File: src/rtl/universal_shift_reg_if.sv
// Control/data bundle for universal_shift_reg.
// The master modport drives the requests and the slave modport drives the register outputs.
interface universal_shift_reg_if #(
  parameter int WIDTH = 8,
  parameter int CNT_W = $clog2(WIDTH) + 1
);
  logic             i_en;
  logic [2:0]       i_mode;
  logic             i_sin_lo;
  logic             i_sin_hi;
  logic [WIDTH-1:0] i_pdata;
  logic             i_start;
  logic [CNT_W-1:0] i_burst_len;
  logic [WIDTH-1:0] o_q;
  logic [WIDTH-1:0] o_qbar;
  logic             o_sout_lo;
  logic             o_sout_hi;
  logic             o_busy;
  logic             o_done;

  modport master (
    output i_en, i_mode, i_sin_lo, i_sin_hi, i_pdata, i_start, i_burst_len,
    input  o_q, o_qbar, o_sout_lo, o_sout_hi, o_busy, o_done
  );

  modport slave (
    input  i_en, i_mode, i_sin_lo, i_sin_hi, i_pdata, i_start, i_burst_len,
    output o_q, o_qbar, o_sout_lo, o_sout_hi, o_busy, o_done
  );
endinterface

File: src/rtl/universal_shift_reg.sv
// Parametrised universal shift register with direct modes and a burst sequencer
// that runs N back-to-back shifts from a single start pulse.
module universal_shift_reg #(
  parameter int WIDTH = 8,
  parameter int CNT_W = $clog2(WIDTH) + 1
) (
  input logic                  clk,
  input logic                  rst,
  universal_shift_reg_if.slave bus
);

  localparam logic [CNT_W-1:0] CNT_ZERO = {CNT_W{1'b0}};
  localparam logic [CNT_W-1:0] CNT_ONE  = {{(CNT_W-1){1'b0}}, 1'b1};

  typedef enum logic [0:0] {
    S_IDLE = 1'b0,
    S_RUN  = 1'b1
  } state_t;

  state_t           r_state;
  logic [WIDTH-1:0] r_q;
  logic [CNT_W-1:0] r_cnt;
  logic [2:0]       r_bmode;
  logic             r_busy;
  logic             r_done;
  logic             w_accept;

  function automatic logic f_is_shift(input logic [2:0] m);
    case (m)
      3'b001, 3'b010, 3'b100, 3'b101, 3'b110: f_is_shift = 1'b1;
      default:                                f_is_shift = 1'b0;
    endcase
  endfunction

  function automatic logic [WIDTH-1:0] f_next(
    input logic [2:0]       m,
    input logic [WIDTH-1:0] cur,
    input logic [WIDTH-1:0] pd,
    input logic             sl,
    input logic             sh
  );
    case (m)
      3'b000:  f_next = cur;
      3'b001:  f_next = {cur[WIDTH-2:0], sl};
      3'b010:  f_next = {sh, cur[WIDTH-1:1]};
      3'b011:  f_next = pd;
      3'b100:  f_next = {cur[WIDTH-2:0], cur[WIDTH-1]};
      3'b101:  f_next = {cur[0], cur[WIDTH-1:1]};
      3'b110:  f_next = {cur[WIDTH-1], cur[WIDTH-1:1]};
      3'b111:  f_next = {WIDTH{1'b0}};
      default: f_next = cur;
    endcase
  endfunction

  assign w_accept = bus.i_start && (bus.i_burst_len != CNT_ZERO) && f_is_shift(bus.i_mode);

  // Burst FSM and shift datapath; start wins over en in IDLE, and q holds on the accept edge.
  always_ff @(posedge clk) begin
    if (rst) begin
      r_state <= S_IDLE;
      r_q     <= {WIDTH{1'b0}};
      r_cnt   <= CNT_ZERO;
      r_bmode <= 3'b000;
      r_busy  <= 1'b0;
      r_done  <= 1'b0;
    end else begin
      r_done <= 1'b0;
      case (r_state)
        S_IDLE: begin
          if (w_accept) begin
            r_bmode <= bus.i_mode;
            r_cnt   <= bus.i_burst_len;
            r_busy  <= 1'b1;
            r_state <= S_RUN;
          end else if (bus.i_en) begin
            r_q <= f_next(bus.i_mode, r_q, bus.i_pdata, bus.i_sin_lo, bus.i_sin_hi);
          end else begin
            r_q <= r_q;
          end
        end
        S_RUN: begin
          r_q   <= f_next(r_bmode, r_q, bus.i_pdata, bus.i_sin_lo, bus.i_sin_hi);
          r_cnt <= r_cnt - CNT_ONE;
          if (r_cnt == CNT_ONE) begin
            r_state <= S_IDLE;
            r_busy  <= 1'b0;
            r_done  <= 1'b1;
          end else begin
            r_state <= S_RUN;
          end
        end
        default: begin
          r_state <= S_IDLE;
          r_busy  <= 1'b0;
          r_cnt   <= CNT_ZERO;
        end
      endcase
    end
  end

  // qbar and the serial taps follow q in the same cycle.
  assign bus.o_q       = r_q;
  assign bus.o_qbar    = ~r_q;
  assign bus.o_sout_lo = r_q[0];
  assign bus.o_sout_hi = r_q[WIDTH-1];
  assign bus.o_busy    = r_busy;
  assign bus.o_done    = r_done;

endmodule

File: src/flat_wrapper.sv
// flat-port wrapper written by rule: the top's interface ports become plain ports
module universal_shift_reg_flat 
#(
  parameter int WIDTH = 8,
  parameter int CNT_W = $clog2(WIDTH) + 1
)
  (clk, rst, bus_i_en, bus_i_mode, bus_i_sin_lo, bus_i_sin_hi, bus_i_pdata, bus_i_start, bus_i_burst_len, bus_o_q, bus_o_qbar, bus_o_sout_lo, bus_o_sout_hi, bus_o_busy, bus_o_done);
  universal_shift_reg_if #(.WIDTH(WIDTH), .CNT_W(CNT_W)) bus_i ();
  input logic clk;
  input logic rst;
  input wire logic [$bits(bus_i.i_en)-1:0] bus_i_en;
  input wire logic [$bits(bus_i.i_mode)-1:0] bus_i_mode;
  input wire logic [$bits(bus_i.i_sin_lo)-1:0] bus_i_sin_lo;
  input wire logic [$bits(bus_i.i_sin_hi)-1:0] bus_i_sin_hi;
  input wire logic [$bits(bus_i.i_pdata)-1:0] bus_i_pdata;
  input wire logic [$bits(bus_i.i_start)-1:0] bus_i_start;
  input wire logic [$bits(bus_i.i_burst_len)-1:0] bus_i_burst_len;
  output wire logic [$bits(bus_i.o_q)-1:0] bus_o_q;
  output wire logic [$bits(bus_i.o_qbar)-1:0] bus_o_qbar;
  output wire logic [$bits(bus_i.o_sout_lo)-1:0] bus_o_sout_lo;
  output wire logic [$bits(bus_i.o_sout_hi)-1:0] bus_o_sout_hi;
  output wire logic [$bits(bus_i.o_busy)-1:0] bus_o_busy;
  output wire logic [$bits(bus_i.o_done)-1:0] bus_o_done;
  assign bus_i.i_en = bus_i_en;
  assign bus_i.i_mode = bus_i_mode;
  assign bus_i.i_sin_lo = bus_i_sin_lo;
  assign bus_i.i_sin_hi = bus_i_sin_hi;
  assign bus_i.i_pdata = bus_i_pdata;
  assign bus_i.i_start = bus_i_start;
  assign bus_i.i_burst_len = bus_i_burst_len;
  assign bus_o_q = bus_i.o_q;
  assign bus_o_qbar = bus_i.o_qbar;
  assign bus_o_sout_lo = bus_i.o_sout_lo;
  assign bus_o_sout_hi = bus_i.o_sout_hi;
  assign bus_o_busy = bus_i.o_busy;
  assign bus_o_done = bus_i.o_done;
  universal_shift_reg #(.WIDTH(WIDTH), .CNT_W(CNT_W)) u_core (.clk(clk), .rst(rst), .bus(bus_i));
endmodule
File: config.mk
export PLATFORM = sky130hd
export DESIGN_NAME = universal_shift_reg_flat
export DESIGN_NICKNAME = d
export VERILOG_FILES = /design/src/rtl/universal_shift_reg_if.sv /design/src/rtl/universal_shift_reg.sv /design/src/flat_wrapper.sv
export SDC_FILE = /design/constraint.sdc
export NUM_CORES = 1
export LEC_CHECK = 0
export CORE_UTILIZATION = 35
export CTS_CLUSTER_SIZE = 24
export DETAILED_ROUTE_END_ITERATION = 8
export PLACE_DENSITY = 0.59
export SYNTH_ARGS = -nofsm -noshare
export SYNTH_HDL_FRONTEND = slang
export SYNTH_SLANG_ARGS = --single-unit
File: constraint.sdc
create_clock -name clk -period 4.35 [get_ports clk]
set_input_delay 0.435 -clock clk [delete_from_list [all_inputs] [get_ports clk]]
set_output_delay 0.435 -clock clk [all_outputs]
set_load 0.1 [all_outputs]
==> impl_results.md, run 1 <==
* Max Clk Rate at 386 MHz
* Via count at 1550
* Commonest cells post-synth: dfxtp_1 (18), inv_1 (15), nor2_1 (15)
* Syn nets at 214
* Worst-path clk slew at 0.07 ns
* Final core utilization at 47.7%
* Crit path DAT at 2.71 ns
* # rows at 23
* EDFF count, synth at 0
* Layout cells sized above 1 at 8.22%
* CTS H-tree depth at 1
* First-pass GRT wire length at 7230 µm
* Post-CTS Setup Repair Bufs at 0
* Largest delay share family, worst path: simple AND/OR/NAND/NOR gates
* Yosys Warn Count at 0
* Post-cts repair resize count at 0
* CTS tree: built
* Antenna violations before repair at 0
* Starting Density at 36.8%
* Share of the synthesized area in the top cell type at 24.3%
* Yosys cell types at 46
* CTS buffer count at 3
* Async SR Flop Fraction at 0%
* ANT cells at 0
* DP HPWL at between 3000 and 4000 µm
* Most frequent cell after synthesis: dfxtp_1
* Final WL at 4290 µm
* Worst slew pin tran at about 1.0 ns
* Post-route DRC at 0
* Final Cycle Share at 59.6%
* Worst ir drop on vdd at 0.135 mV
* Unrepaired setup endpoints after global routing: no
* Ports at 41
* Drt initial violations at between 90 and 100
* Outcome: complete, no violations
* Clk_skew at 0.00545 ns
* Final hold violation count at 0
* Lkg Pwr at 0.663 nW
* Worst Setup Start Kind: input port
* Slew Limit Fails at 0
* Tot GR Track Use at 21.0%
* Gr ovfl total at 0
* CTS root buffer: clkbuf_8
* Core Region at 4030 µm²
* Mapped Area at 1480 µm²
* Ranking of synthesized cells by area: dfxtp_1 (24%), a221oi_1 (4.7%), o21ai_0 (4.7%)
* I/O Buffers at 40
* Vias in the first global route at 1528
* GP Congestion at roughly 0.86
* Yosys reg bits at 18
* TNS Setup at 0 ns
* TritonRoute pass-1 iters at 4
* Antenna-violating nets left at 0
* CP Capture Type: flop
* Pwr/cell area at 330 nW/µm²
* Final min period at 2.59 ns
* # Max-Cap Violations at 0
* Cell Count, Final, Fillers Out at 269
* Hold crit path type: flop to flop
* Die Y at ~67 µm
* Worst setup margin at ~1.8 ns
* Pin count of the biggest net entering global routing at 30
* CP Cell Sequence: clkdlybuf4s50_1, nand2_1, nor3b_2, and2_1, mux2i_1, nor2_1
* Die area at around 4500 µm²
* P&R area growth vs syn at 29.4%
* Main synth FF type: dfxtp_1
* Pre-CTS setup slack at 1.52 ns
* Area post-placement at 1870 µm²
* Buf/Inv on CP at 1
* Design Area, Final at ~1900 µm²
* Hold slack at 0.513 ns
* Hold_buf cts at 0
* Synthesized area per cell at 7.77 µm²
* Clock insertion delay at the later pin of the skew report at 0.25 ns
* Slew headroom at about a third
* Register area share after synthesis at 24.3%
* Setup violators final at 0
* WL/cell at 15.9 µm
* Mapped Cells at 191
* Total power at between 0.6 and 0.7 mW
* Critical path required time at 4.47 ns
* Crit Path Class: input port to flop
* Die W at 67.1 µm
* Cells after DPL at approximately 270
* Clock Sinks at 18
* Worst stage delay on the critical path at 0.86 ns
* Clk buf depth at 2
* Worst-path fanout max at 24
* Slowest-stage cell, CP: clkdlybuf4s50_1
* Nets at 243
* Most area-hungry cell type in the Yosys netlist: dfxtp_1
* Vias per cell at 5.76
registers in the layout, summed over array words and instances, names as in the netlist:
signal             count
u_core.bus.o_busy      1
u_core.bus.o_done      1
u_core.r_bmode         3
u_core.r_state         1
u_core.r_cnt           4
u_core.bus.o_q         8
per-layer routing:
| layer | up-vias | track usage, % | wire length (µm) |
|---|---|---|---|
| met5 | - | 0 | 0 |
| met1 | 726 | 29.2 | 2050 |
| met2 | 56 | 32.4 | 1970 |
| met3 | 6 | 3.25 | 226 |
| li1 | 762 | - | - |
| met4 | 0 | 7.18 | 46 |
worst paths after layout:
kind | start | endpoint | slack (ns) | depth (start not counted)
max | bus_i_mode[1] | u_core.r_bmode[1]$_SDFFE_PP0P_ | 1.76 | 6
min | u_core.r_cnt[3]$_SDFFE_PP0P_ | u_core.r_cnt[3]$_SDFFE_PP0P_ | 0.51 | 2
max reg2reg | u_core.r_state$_SDFF_PP0_ | u_core.bus.o_busy$_SDFFE_PP0P_ | 1.92 | 4
min reg2reg | u_core.r_cnt[3]$_SDFFE_PP0P_ | u_core.r_cnt[3]$_SDFFE_PP0P_ | 0.51 | 2
cell usage in the layout, fill, tap and decap left out, types with 2 or more instances in the layout:
master	count
nand2_1	12
o221ai_1	3
o21ai_0	14
or2_2	3
clkbuf_8	4
o41ai_4	2
o32ai_1	3
xor2_1	2
nor2_1	15
nand2b_1	3
inv_1	15
dfxtp_1	18
a31o_2	2
and2_1	3
mux2i_1	5
nor3_1	3
a221oi_1	8
a221o_1	2
a211oi_1	6
nand3b_1	3
ha_1	2
nor2b_1	9
o221a_1	3
a31oi_1	3
a21oi_1	9
nand3_1	9
clkdlybuf4s50_1	40
report_power, final:
group | switching [mW] | total [mW] | internal, mW
clock | 0.0581 | 0.139 | 0.0804
sequential | 0.0310 | 0.211 | 0.180
combinational | 0.191 | 0.285 | 0.0944
worst register-to-register path: stages, from the launching register on:
cell	delay [ns]
dfxtp_1	0.99
inv_1	0.36
or4b_2	0.73
a21oi_1	0.17
nor2_1	0.05
area by class of cell:
type	count	area, µm²
multi-input combinational	142	986
sequential	18	360
tap	50	62.6
clock buffer	4	55.1
timing repair buffer	40	400
inverter	15	56.3
fill	395	2110
cells by family (layout without fill, tap and decap cells):
family / Yosys count / after routing / synth area share (%)
mux: 5 / 5 / 3.37
fa+ha+maj: 2 / 2 / 1.69
compound gates: 66 / 66 / 36.1
flops: 18 / 18 / 24.3
buf+inv: 31 / 59 / 9.27
simple gates: 66 / 66 / 23.5
xor+xnor: 3 / 3 / 1.77
No activity file was read; power rests on OpenSTA's default activity.
==> run 2: changes to the inputs <==
==> constraint.sdc (replaced) <==
create_clock -name clk -period 2.6 [get_ports clk]
set_input_delay 0.26 -clock clk [delete_from_list [all_inputs] [get_ports clk]]
set_output_delay 0.26 -clock clk [all_outputs]
set_load 0.1 [all_outputs]
==> impl_results.md, run 2 (synthesized netlist as in run 1, its figures left out) <==
* Post-route DRC at 0 (unchanged)
* Design Area, Final at 1930 µm² (+0.33%)
* ANT cells at 0 (unchanged)
* Crit Path Class: input port to flop
* GP Congestion at 0.873 (+1.3%)
* Die W at 67.1 µm (unchanged)
* Unrepaired setup endpoints after global routing: no
* Largest register FFs at 8 (unchanged)
* Lkg Pwr at 0.712 nW (+7.4%)
* Worst stage delay on the critical path at 0.58 ns (-0.28 ns)
* Hold crit path type: flop to flop
* TritonRoute pass-1 iters at 4 (unchanged)
* Worst ir drop on vdd at 0.245 mV (+81%)
* Antenna-violating nets left at 0 (unchanged)
* TNS Setup at 0 ns (unchanged)
* # rows at 23 (unchanged)
* Clk buf depth at 2 (unchanged)
* Final WL at 4270 µm (-0.37%)
* Register area at 364 µm² (+1.0%)
* Worst-path fanout max at 9 (-63%)
* Max Clk Rate at 508 MHz
* Worst slew pin tran at 0.739 ns (-0.282 ns)
* CTS buffer count at 3 (unchanged)
* Slew Limit Fails at 0 (unchanged)
* Antenna violations before repair at 0 (unchanged)
* Outcome: complete, no violations
* P&R area growth vs syn at 29.8%
* Post-CTS Setup Repair Bufs at 0 (unchanged)
* Final hold violation count at 0 (unchanged)
* Total power at 1.07 mW (+68%)
* Vias in the first global route at 1485 (-2.8%)
* CTS tree: built
* WL/cell at 15.5 µm (-2.5%)
* Final Cycle Share at between 70% and 80%
* Slowest-stage cell, CP: clkdlybuf4s50_1
* Worst-path clk slew at 0.08 ns (about the same)
* Clock Sinks at 18 (unchanged)
* Pin count of the biggest net entering global routing at 23 (-23%)
* Die Y at 67.1 µm (unchanged)
* Final core utilization at 47.8% (+0.16 points)
* Core Region at 4030 µm² (unchanged)
* Final min period at 1.97 ns
* Worst Setup Start Kind: input port
* CP Cell Sequence: clkdlybuf4s50_1, nand2_1, nor3b_2, and2_1, mux2i_1, nor2_1
* I/O Buffers at 40 (unchanged)
* Ports at 41 (unchanged)
* Post-cts repair resize count at 0 (unchanged)
* DP HPWL at 3190 µm (+5.5%)
* Vias per cell at 5.73 (-0.54%)
* Crit path DAT at 2.08 ns (-0.63 ns)
* Clk_skew at 0.00361 ns (-0.00184 ns)
* Nets at 249 (+2.5%)
* Layout cells sized above 1 at 21.8% (+14 points)
* CP Capture Type: flop
* Hold_buf cts at 0 (unchanged)
* Most frequent cells in the layout: buf_4 (26), clkdlybuf4s50_1 (20), nor2_1 (15), dfxtp_1 (15), o21ai_0 (14)
* First-pass GRT wire length at 6970 µm (-3.6%)
* Slew headroom at 50.7% (+19 points)
* Pwr/cell area at 554 nW/µm² (+68%)
* Commonest non-fill, non-tap cell in the layout: buf_4
* Drt initial violations at 101 (+11%)
* Fillers at 408 (+3.3%)
* Area post-placement at 1870 µm² (+0.34%)
* Setup violators final at 0 (unchanged)
* Gr ovfl total at 0 (unchanged)
* Multi-input logic area at 986 µm² (unchanged)
* Die area at 4500 µm² (unchanged)
* Clock insertion delay at the later pin of the skew report at 0.25 ns (about the same)
* Critical path required time at 2.71 ns (-1.76 ns)
* Tot GR Track Use at 20.1% (-0.87 points)
* CTS H-tree depth at 1 (unchanged)
* Starting Density at 36.8% (unchanged)
* # Max-Cap Violations at 0 (unchanged)
* CTS root buffer: clkbuf_8
* Via count at 1576 (+1.7%)
run 2: cell count changes in the layout (fill, tap and decap cells not counted):
cell,previous run,this run
buf_4,0,26
clkdlybuf4s50_1,40,20
dfxtp_1,18,15
dfxtp_2,0,3
clkinvlp_4,0,2
inv_1,15,13
run 2: per-stage QoR:
stage               worst slack, ns  cells  hold slack, ns
detailed placement            0.390    271           0.500
floorplan                     0.190    191           0.407
CTS                           0.659    275           0.513
global placement              0.420    271           0.483
global route                  0.495    275           0.546
finish                        0.631    275           0.511
run 2: report_power, final:
| part | switching (mW) | internal [mW] | total, mW |
|---|---|---|---|
| sequential | 0.0470 | 0.301 | 0.348 |
| clock | 0.0993 | 0.135 | 0.234 |
| combinational | 0.327 | 0.157 | 0.484 |
| total | 0.474 | 0.593 | 1.07 |
run 2: metal layers:
metal / wire length (µm) / vias up / global-route usage, % / share of wire [%]
li1: - / 778 / - / -
met1: 2010 / 745 / 26.7 / 47
met2: 2030 / 49 / 34.8 / 47
met3: 225 / 4 / 2.57 / 5.3
met4: 9 / 0 / 3.19 / 0.21
met5: 0 / - / 0 / 0
run 2: area by class of cell:
| class | count | area share [%] |
|---|---|---|
| repair buffers | 46 | 20.5 |
| flip-flops and latches | 18 | 18.9 |
| well taps | 50 | 3.25 |
| clock buffers | 4 | 2.86 |
| multi-input cells | 142 | 51.2 |
| inverters | 15 | 3.31 |
run 2: final timing paths:
path | startpoint | end | slack (ns) | depth (start not counted)
max reg2reg | u_core.r_bmode[1]$_SDFFE_PP0P_ | u_core.bus.o_q[4]$_SDFFE_PP0P_ | 0.75 | 4
min reg2reg | u_core.r_cnt[3]$_SDFFE_PP0P_ | u_core.r_cnt[3]$_SDFFE_PP0P_ | 0.51 | 2
min | u_core.r_cnt[3]$_SDFFE_PP0P_ | u_core.r_cnt[3]$_SDFFE_PP0P_ | 0.51 | 2
max | bus_i_mode[1] | u_core.r_bmode[1]$_SDFFE_PP0P_ | 0.63 | 6
run 2: critical path, delay by kind of cell:
kind	cells	cell delay [ns]
buffers and inverters	1	0.58
and+or+nand+nor	4	1.01
muxes	1	0.22
